**src/rtl/imu_bias_filter.sv**
```systemverilog
// IMU bias filter: measures gyro bias after reset, then bias-corrects the gyro
// and IIR-filters all six axes through one time-multiplexed datapath.
module imu_bias_filter #(
  parameter int unsigned CAL_SHIFT   = 8,
  parameter int unsigned ALPHA_SHIFT = 3
) (
  input  logic               clk_50mhz,
  input  logic               reset_n,
  input  logic               recal,
  input  logic               sample_valid,
  input  logic signed [15:0] gx,
  input  logic signed [15:0] gy,
  input  logic signed [15:0] gz,
  input  logic signed [15:0] ax,
  input  logic signed [15:0] ay,
  input  logic signed [15:0] az,
  output logic signed [15:0] fgx,
  output logic signed [15:0] fgy,
  output logic signed [15:0] fgz,
  output logic signed [15:0] fax,
  output logic signed [15:0] fay,
  output logic signed [15:0] faz,
  output logic               out_valid,
  output logic               busy,
  output logic               cal_done
);

  localparam int unsigned ACC_W  = 16 + CAL_SHIFT;
  localparam int unsigned CNT_W  = CAL_SHIFT + 1;
  localparam int unsigned IDX_W  = 3;
  localparam int unsigned AXES   = 6;
  localparam int unsigned GYROS  = 3;
  localparam logic [CNT_W-1:0] CNT_FULL = CNT_W'(1) << CAL_SHIFT;
  localparam logic [IDX_W-1:0] IDX_LAST = IDX_W'(AXES - 1);
  localparam logic [IDX_W-1:0] IDX_OUT  = IDX_W'(AXES);

  typedef enum logic [1:0] {S_CAL, S_RUN_IDLE, S_RUN_PROC} state_t;

  state_t state_q, state_next;
  logic do_accum, do_bias, do_latch, do_step, do_output, do_abort;

  logic signed [ACC_W-1:0] acc_q  [GYROS];
  logic signed [15:0]      bias_q [GYROS];
  logic signed [15:0]      raw_q  [AXES];
  logic signed [15:0]      filt_q [AXES];
  logic [CNT_W-1:0]        cnt_q;
  logic [IDX_W-1:0]        idx_q;
  logic                    init_q;

  logic signed [15:0] raw_sel, y_sel, bias_sel, x_corr, y_next;
  logic signed [16:0] x_wide, diff, step;
  logic signed [17:0] y_sum;

  function automatic logic signed [15:0] sat16(input logic signed [17:0] v);
    if (v > 18'sd32767)       return 16'sh7fff;
    else if (v < -18'sd32768) return 16'sh8000;
    else                      return v[15:0];
  endfunction

  // State register
  always_ff @(posedge clk_50mhz or negedge reset_n) begin
    if (!reset_n) state_q <= S_CAL;
    else          state_q <= state_next;
  end

  // Next state and datapath control; recal overrides everything
  always_comb begin
    state_next = state_q;
    do_accum   = 1'b0;
    do_bias    = 1'b0;
    do_latch   = 1'b0;
    do_step    = 1'b0;
    do_output  = 1'b0;
    do_abort   = 1'b0;
    if (recal) begin
      do_abort   = 1'b1;
      state_next = S_CAL;
    end else begin
      case (state_q)
        S_CAL: begin
          if (cnt_q == CNT_FULL) begin
            do_bias    = 1'b1;
            state_next = S_RUN_IDLE;
          end else if (sample_valid) begin
            do_accum = 1'b1;
          end
        end
        S_RUN_IDLE: begin
          if (sample_valid) begin
            do_latch   = 1'b1;
            state_next = S_RUN_PROC;
          end
        end
        S_RUN_PROC: begin
          if (idx_q == IDX_OUT) begin
            do_output  = 1'b1;
            state_next = S_RUN_IDLE;
          end else begin
            do_step = 1'b1;
          end
        end
        default: state_next = S_CAL;
      endcase
    end
  end

  // Shared subtract / IIR datapath for the axis selected by idx_q
  always_comb begin
    raw_sel  = '0;
    y_sel    = '0;
    bias_sel = '0;
    for (int k = 0; k < AXES; k++) begin
      if (idx_q == IDX_W'(k)) begin
        raw_sel = raw_q[k];
        y_sel   = filt_q[k];
      end
    end
    for (int k = 0; k < GYROS; k++) begin
      if (idx_q == IDX_W'(k)) bias_sel = bias_q[k];
    end
    x_wide = 17'(raw_sel) - 17'(bias_sel);
    x_corr = sat16(18'(x_wide));
    diff   = 17'(x_corr) - 17'(y_sel);
    step   = diff >>> ALPHA_SHIFT;
    y_sum  = 18'(y_sel) + 18'(step);
    y_next = init_q ? x_corr : sat16(y_sum);
  end

  // Calibration, sample latch, per-axis filter update and output registers
  always_ff @(posedge clk_50mhz or negedge reset_n) begin
    if (!reset_n) begin
      for (int k = 0; k < GYROS; k++) begin
        acc_q[k]  <= '0;
        bias_q[k] <= '0;
      end
      for (int k = 0; k < AXES; k++) begin
        raw_q[k]  <= '0;
        filt_q[k] <= '0;
      end
      cnt_q     <= '0;
      idx_q     <= '0;
      init_q    <= 1'b1;
      fgx       <= '0;
      fgy       <= '0;
      fgz       <= '0;
      fax       <= '0;
      fay       <= '0;
      faz       <= '0;
      out_valid <= 1'b0;
      busy      <= 1'b0;
      cal_done  <= 1'b0;
    end else begin
      out_valid <= 1'b0;
      if (do_abort) begin
        for (int k = 0; k < GYROS; k++) begin
          acc_q[k]  <= '0;
          bias_q[k] <= '0;
        end
        cnt_q    <= '0;
        idx_q    <= '0;
        init_q   <= 1'b1;
        busy     <= 1'b0;
        cal_done <= 1'b0;
      end else begin
        if (do_accum) begin
          acc_q[0] <= acc_q[0] + ACC_W'(gx);
          acc_q[1] <= acc_q[1] + ACC_W'(gy);
          acc_q[2] <= acc_q[2] + ACC_W'(gz);
          cnt_q    <= cnt_q + CNT_W'(1);
        end
        if (do_bias) begin
          for (int k = 0; k < GYROS; k++) bias_q[k] <= 16'(acc_q[k] >>> CAL_SHIFT);
          cal_done <= 1'b1;
        end
        if (do_latch) begin
          raw_q[0] <= gx;
          raw_q[1] <= gy;
          raw_q[2] <= gz;
          raw_q[3] <= ax;
          raw_q[4] <= ay;
          raw_q[5] <= az;
          idx_q    <= '0;
          busy     <= 1'b1;
        end
        if (do_step) begin
          for (int k = 0; k < AXES; k++) begin
            if (idx_q == IDX_W'(k)) filt_q[k] <= y_next;
          end
          if (idx_q == IDX_LAST) init_q <= 1'b0;
          idx_q <= idx_q + IDX_W'(1);
        end
        if (do_output) begin
          fgx       <= filt_q[0];
          fgy       <= filt_q[1];
          fgz       <= filt_q[2];
          fax       <= filt_q[3];
          fay       <= filt_q[4];
          faz       <= filt_q[5];
          out_valid <= 1'b1;
          busy      <= 1'b0;
        end
      end
    end
  end

endmodule
```
**config.mk**
```make
export PLATFORM = sky130hd
export DESIGN_NAME = imu_bias_filter
export DESIGN_NICKNAME = d
export VERILOG_FILES = /design/src/rtl/imu_bias_filter.sv
export SDC_FILE = /design/constraint.sdc
export NUM_CORES = 1
export LEC_CHECK = 0
export CORE_MARGIN = 4
export CORE_UTILIZATION = 60
export DETAILED_ROUTE_END_ITERATION = 16
export PLACE_DENSITY = 0.82
export REMOVE_ABC_BUFFERS = 1
export SYNTH_ARGS = -nofsm -noshare
export SYNTH_HDL_FRONTEND = slang
export SYNTH_SLANG_ARGS = --single-unit
```
**constraint.sdc**
```tcl
create_clock -name clk_50mhz -period 15.6 [get_ports clk_50mhz]
set_clock_uncertainty 0.2 [all_clocks]
set_input_delay 3.12 -clock clk_50mhz [delete_from_list [all_inputs] [get_ports clk_50mhz]]
set_output_delay 3.12 -clock clk_50mhz [all_outputs]
set_load 0.05 [all_outputs]
```
==> results.md <==
- Netlist cell types: 79
- Gr usage total: 0.3043
- Crit Path Class: reg2reg
- Maximum number of pins on one net before global-route repair: 158
- Pre-antenna DRT Iters: 6
- Post-synth EDFFs: 0
- Leakage: roughly 13 nW
- Final Hold Viols: 0
- Final WS setup: around 5 ns
- Initial Util: 0.6127
- DIE AREA: roughly 0.042 mm²
- CP Launch Type: flop
- Via count: 19647
- DR WL/cell: 20.40 µm
- Clk Latency, worst-skew pair: approximately 0.57 ns
- Post-CTS resize count: 0
- Clock sinks: 426
- First-pass GRT wire length: 103700 µm
- RSZ-0062 raised after global routing: no
- Met1 usage: 0.4078
- Total wire length: around 64000 µm
- Met3 Use GR: 0.03973
- Most frequent cells in the layout: nand2_1 (530), dfrtp_1 (425), o21ai_0 (207)
- Fin Setup TNS: 0 ns
- Reg2Reg Depth: 38
- Final Cell Area: 0.02710 mm²
- Slew @ Worst Pin: 1.153 ns
- Most used DFF post-synth: dfrtp_1
- Pins Over Slew Limit: 0
- Final setup fails: 0
- CTS Root Cell: clkbuf_16
- CTS Buf Count: 44
- Die width: around 210 µm
- Cells after Synth: about 2400
- Slowest CP cell: dfrtp_1
- Max VDD drop: 0.00008688 V
- Max cap viols: 0
- Fillers: between 2000 and 3000
- Worst hold path type: reg2reg
- Hold buffers post-CTS: 0
- Min-delay src: fax[10]$_DFFE_PN0P_
- GR peak layer: met2
- Min-Delay Path Depth: 2
- Mapped cell area: 0.02330 mm²
- Ports: between 150 and 200
- Dpl hpwl: 44510 µm
- Proportion of layout cells with a drive suffix above 1: 0.1029
- Die H: 205.0 µm
- DR DRC count: 0
- Core area: ~0.038 mm²
- Clock transition at path regs: 0.06 ns
- Relative slew slack: 0.2295
- Initial antenna violation count: 0
- Clock tree from TritonCTS: done
- Cell Pwr Density: approximately 120 mW/mm²
- Clk buf depth: 3
- CP arrival: about 11 ns
- Worst-path fanout max: 33
- Critical Path RT: 15.79 ns
- Most Frequent Cell on Critical Path: o21ai_0
- Reg2reg end: filt_q[5]$_DFFE_PN0P_
- Synth warn: 0
- Met2 usage: 0.5100
- Final Critical Period: roughly 11 ns
- Tcrit/Tclk final: 0.6847
- Yosys reg bits: approximately 430
- Worst r2r src: idx_q[2]$_DFFE_PN0P_
- # rows: 71
- Sequential share of the synthesized area: 0.4577
- Final #Nets: roughly 2800
- Antenna Nets Post-Route: 0
- Maximum achievable frequency: about 94 MHz
- IO Port Bufs: slightly below 200
- Crit path largest cell delay: 0.83 ns
- Postcts setup bufs: 0
- Ys async rst share: 1.000
- Initial DRC Count: 1875
- Via/cell ratio: roughly 6.3
- H-tree depth: 2
- Most common cell after layout, fill and taps aside: nand2_1
- Vias in the first global route: 19658
- Status: completed
- P&R area growth vs syn: 16.35%
- R2r setup slk: 4.92 ns
- Crit. End Element: flop
- Hold path endpoint: fax[10]$_DFFE_PN0P_
- Final design utilization: 0.7129
- Avg Synthesized Cell Area: between 9 and 10 µm²
- DP Area: 0.02570 mm²
- GRT overflow: 0
- Antenna diode count: 0
- Setup WS pre-CTS: 5.278 ns
- Final Wtd Congestion: ~0.94
-- stage by stage --
step           total power, mW  instances  hold WS, ns
3_3_place_gp             2.150       3058       0.2580
4_1_cts                  3.194       3136       0.2810
6_report                 3.192       3136       0.2786
2_1_floorplan            1.916       2325       0.2498
5_1_grt                  3.372       3136       0.3055
3_5_place_dp             2.170       3058       0.2628
-- power breakdown --
| part | switching, mW | total [mW] | internal, mW |
|---|---|---|---|
| sequential | 0.0396 | 1.19 | 1.15 |
| combinational | 0.576 | 0.983 | 0.407 |
| clock | 0.434 | 1.02 | 0.586 |
-- layer usage --
layer	share of wire	wire (µm)
met4	0.035	2238
met2	0.48	30920
met3	0.073	4696
met1	0.41	26120
met5	0	0
-- flip-flops by register name, summed over array words and instances, names as in the netlist, 3 cells and up --
signal	flops
faz	16
fay	16
acc_q	72
bias_q	48
filt_q	96
raw_q	96
idx_q	3
cnt_q	9
fax	16
fgx	16
fgy	16
fgz	16
-- cell type report --
type,instances,area (µm²),share of cell area
Timing Repair Buffer,222,2180,0.08041
Inverter,58,217.7,0.008032
Multi-Input combinational cell,1841,12010,0.4430
Clock buffer,58,1265,0.04667
Tap cell,511,639.4,0.02359
Sequential cell,426,10660,0.3933
Clock inverter,20,135.1,0.004985
-- worst max-delay path by stage --
stage                                    start                     end  slack (ns)
after floorplan           idx_q[1]$_DFFE_PN0P_  filt_q[74]$_DFFE_PN0P_        5.59
after global placement    idx_q[1]$_DFFE_PN0P_  filt_q[68]$_DFFE_PN0P_        5.60
after detailed placement  idx_q[1]$_DFFE_PN0P_   filt_q[5]$_DFFE_PN0P_        5.28
after CTS                 idx_q[1]$_DFFE_PN0P_   filt_q[5]$_DFFE_PN0P_        5.21
after global routing      idx_q[1]$_DFFE_PN0P_  filt_q[36]$_DFFE_PN0P_        4.10
final                     idx_q[2]$_DFFE_PN0P_   filt_q[5]$_DFFE_PN0P_        4.92
-- cell usage after synthesis, drive strengths merged (5+ instances only) --
cell type	number	area share
nand2	530	0.085
dfrtp	425	0.46
o21ai	214	0.046
mux2	132	0.064
nor2	124	0.020
ha	123	0.066
clkbuf	110	0.018
a21oi	106	0.023
inv	58	0.0093
xnor2	56	0.022
a22o	55	0.021
xor2	45	0.018
a21o	43	0.014
nand3	38	0.0082
a221oi	33	0.012
o311ai	27	0.010
nor3	23	0.0049
o211ai	19	0.0061
a221o	17	0.0074
or3	17	0.0048
a211oi	16	0.0052
nand2b	16	0.0043
and2	15	0.0040
o21bai	15	0.0048
and3	14	0.0038
a31oi	13	0.0035
buf	13	0.0023
mux2i	11	0.0047
nor2b	11	0.0030
or2	11	0.0030
o31ai	10	0.0032
nand4	9	0.0024
o21a	9	0.0029
o22ai	7	0.0019
a21boi	6	0.0019
nor3b	6	0.0021
o22a	6	0.0023
fa	5	0.0043
o31a	5	0.0019
-- worst max-delay path: cells and delay by family (launching register included) --
family | cells | cell delay [ns]
buf+inv | 4 | 1.04
simple gates | 8 | 1.90
mux | 1 | 0.18
compound gates | 22 | 5.30
fa+ha+maj | 3 | 1.05
flops | 1 | 0.83
-- cells by family after synthesis --
logic type / after synthesis / synth area share
buf+inv: 181 / 0.02938
simple gates: 835 / 0.1531
mux: 143 / 0.06853
flops: 426 / 0.4577
xor+xnor: 101 / 0.03942
fa+ha+maj: 131 / 0.07170
compound gates: 631 / 0.1802
Power figures use the tool's default switching activity.
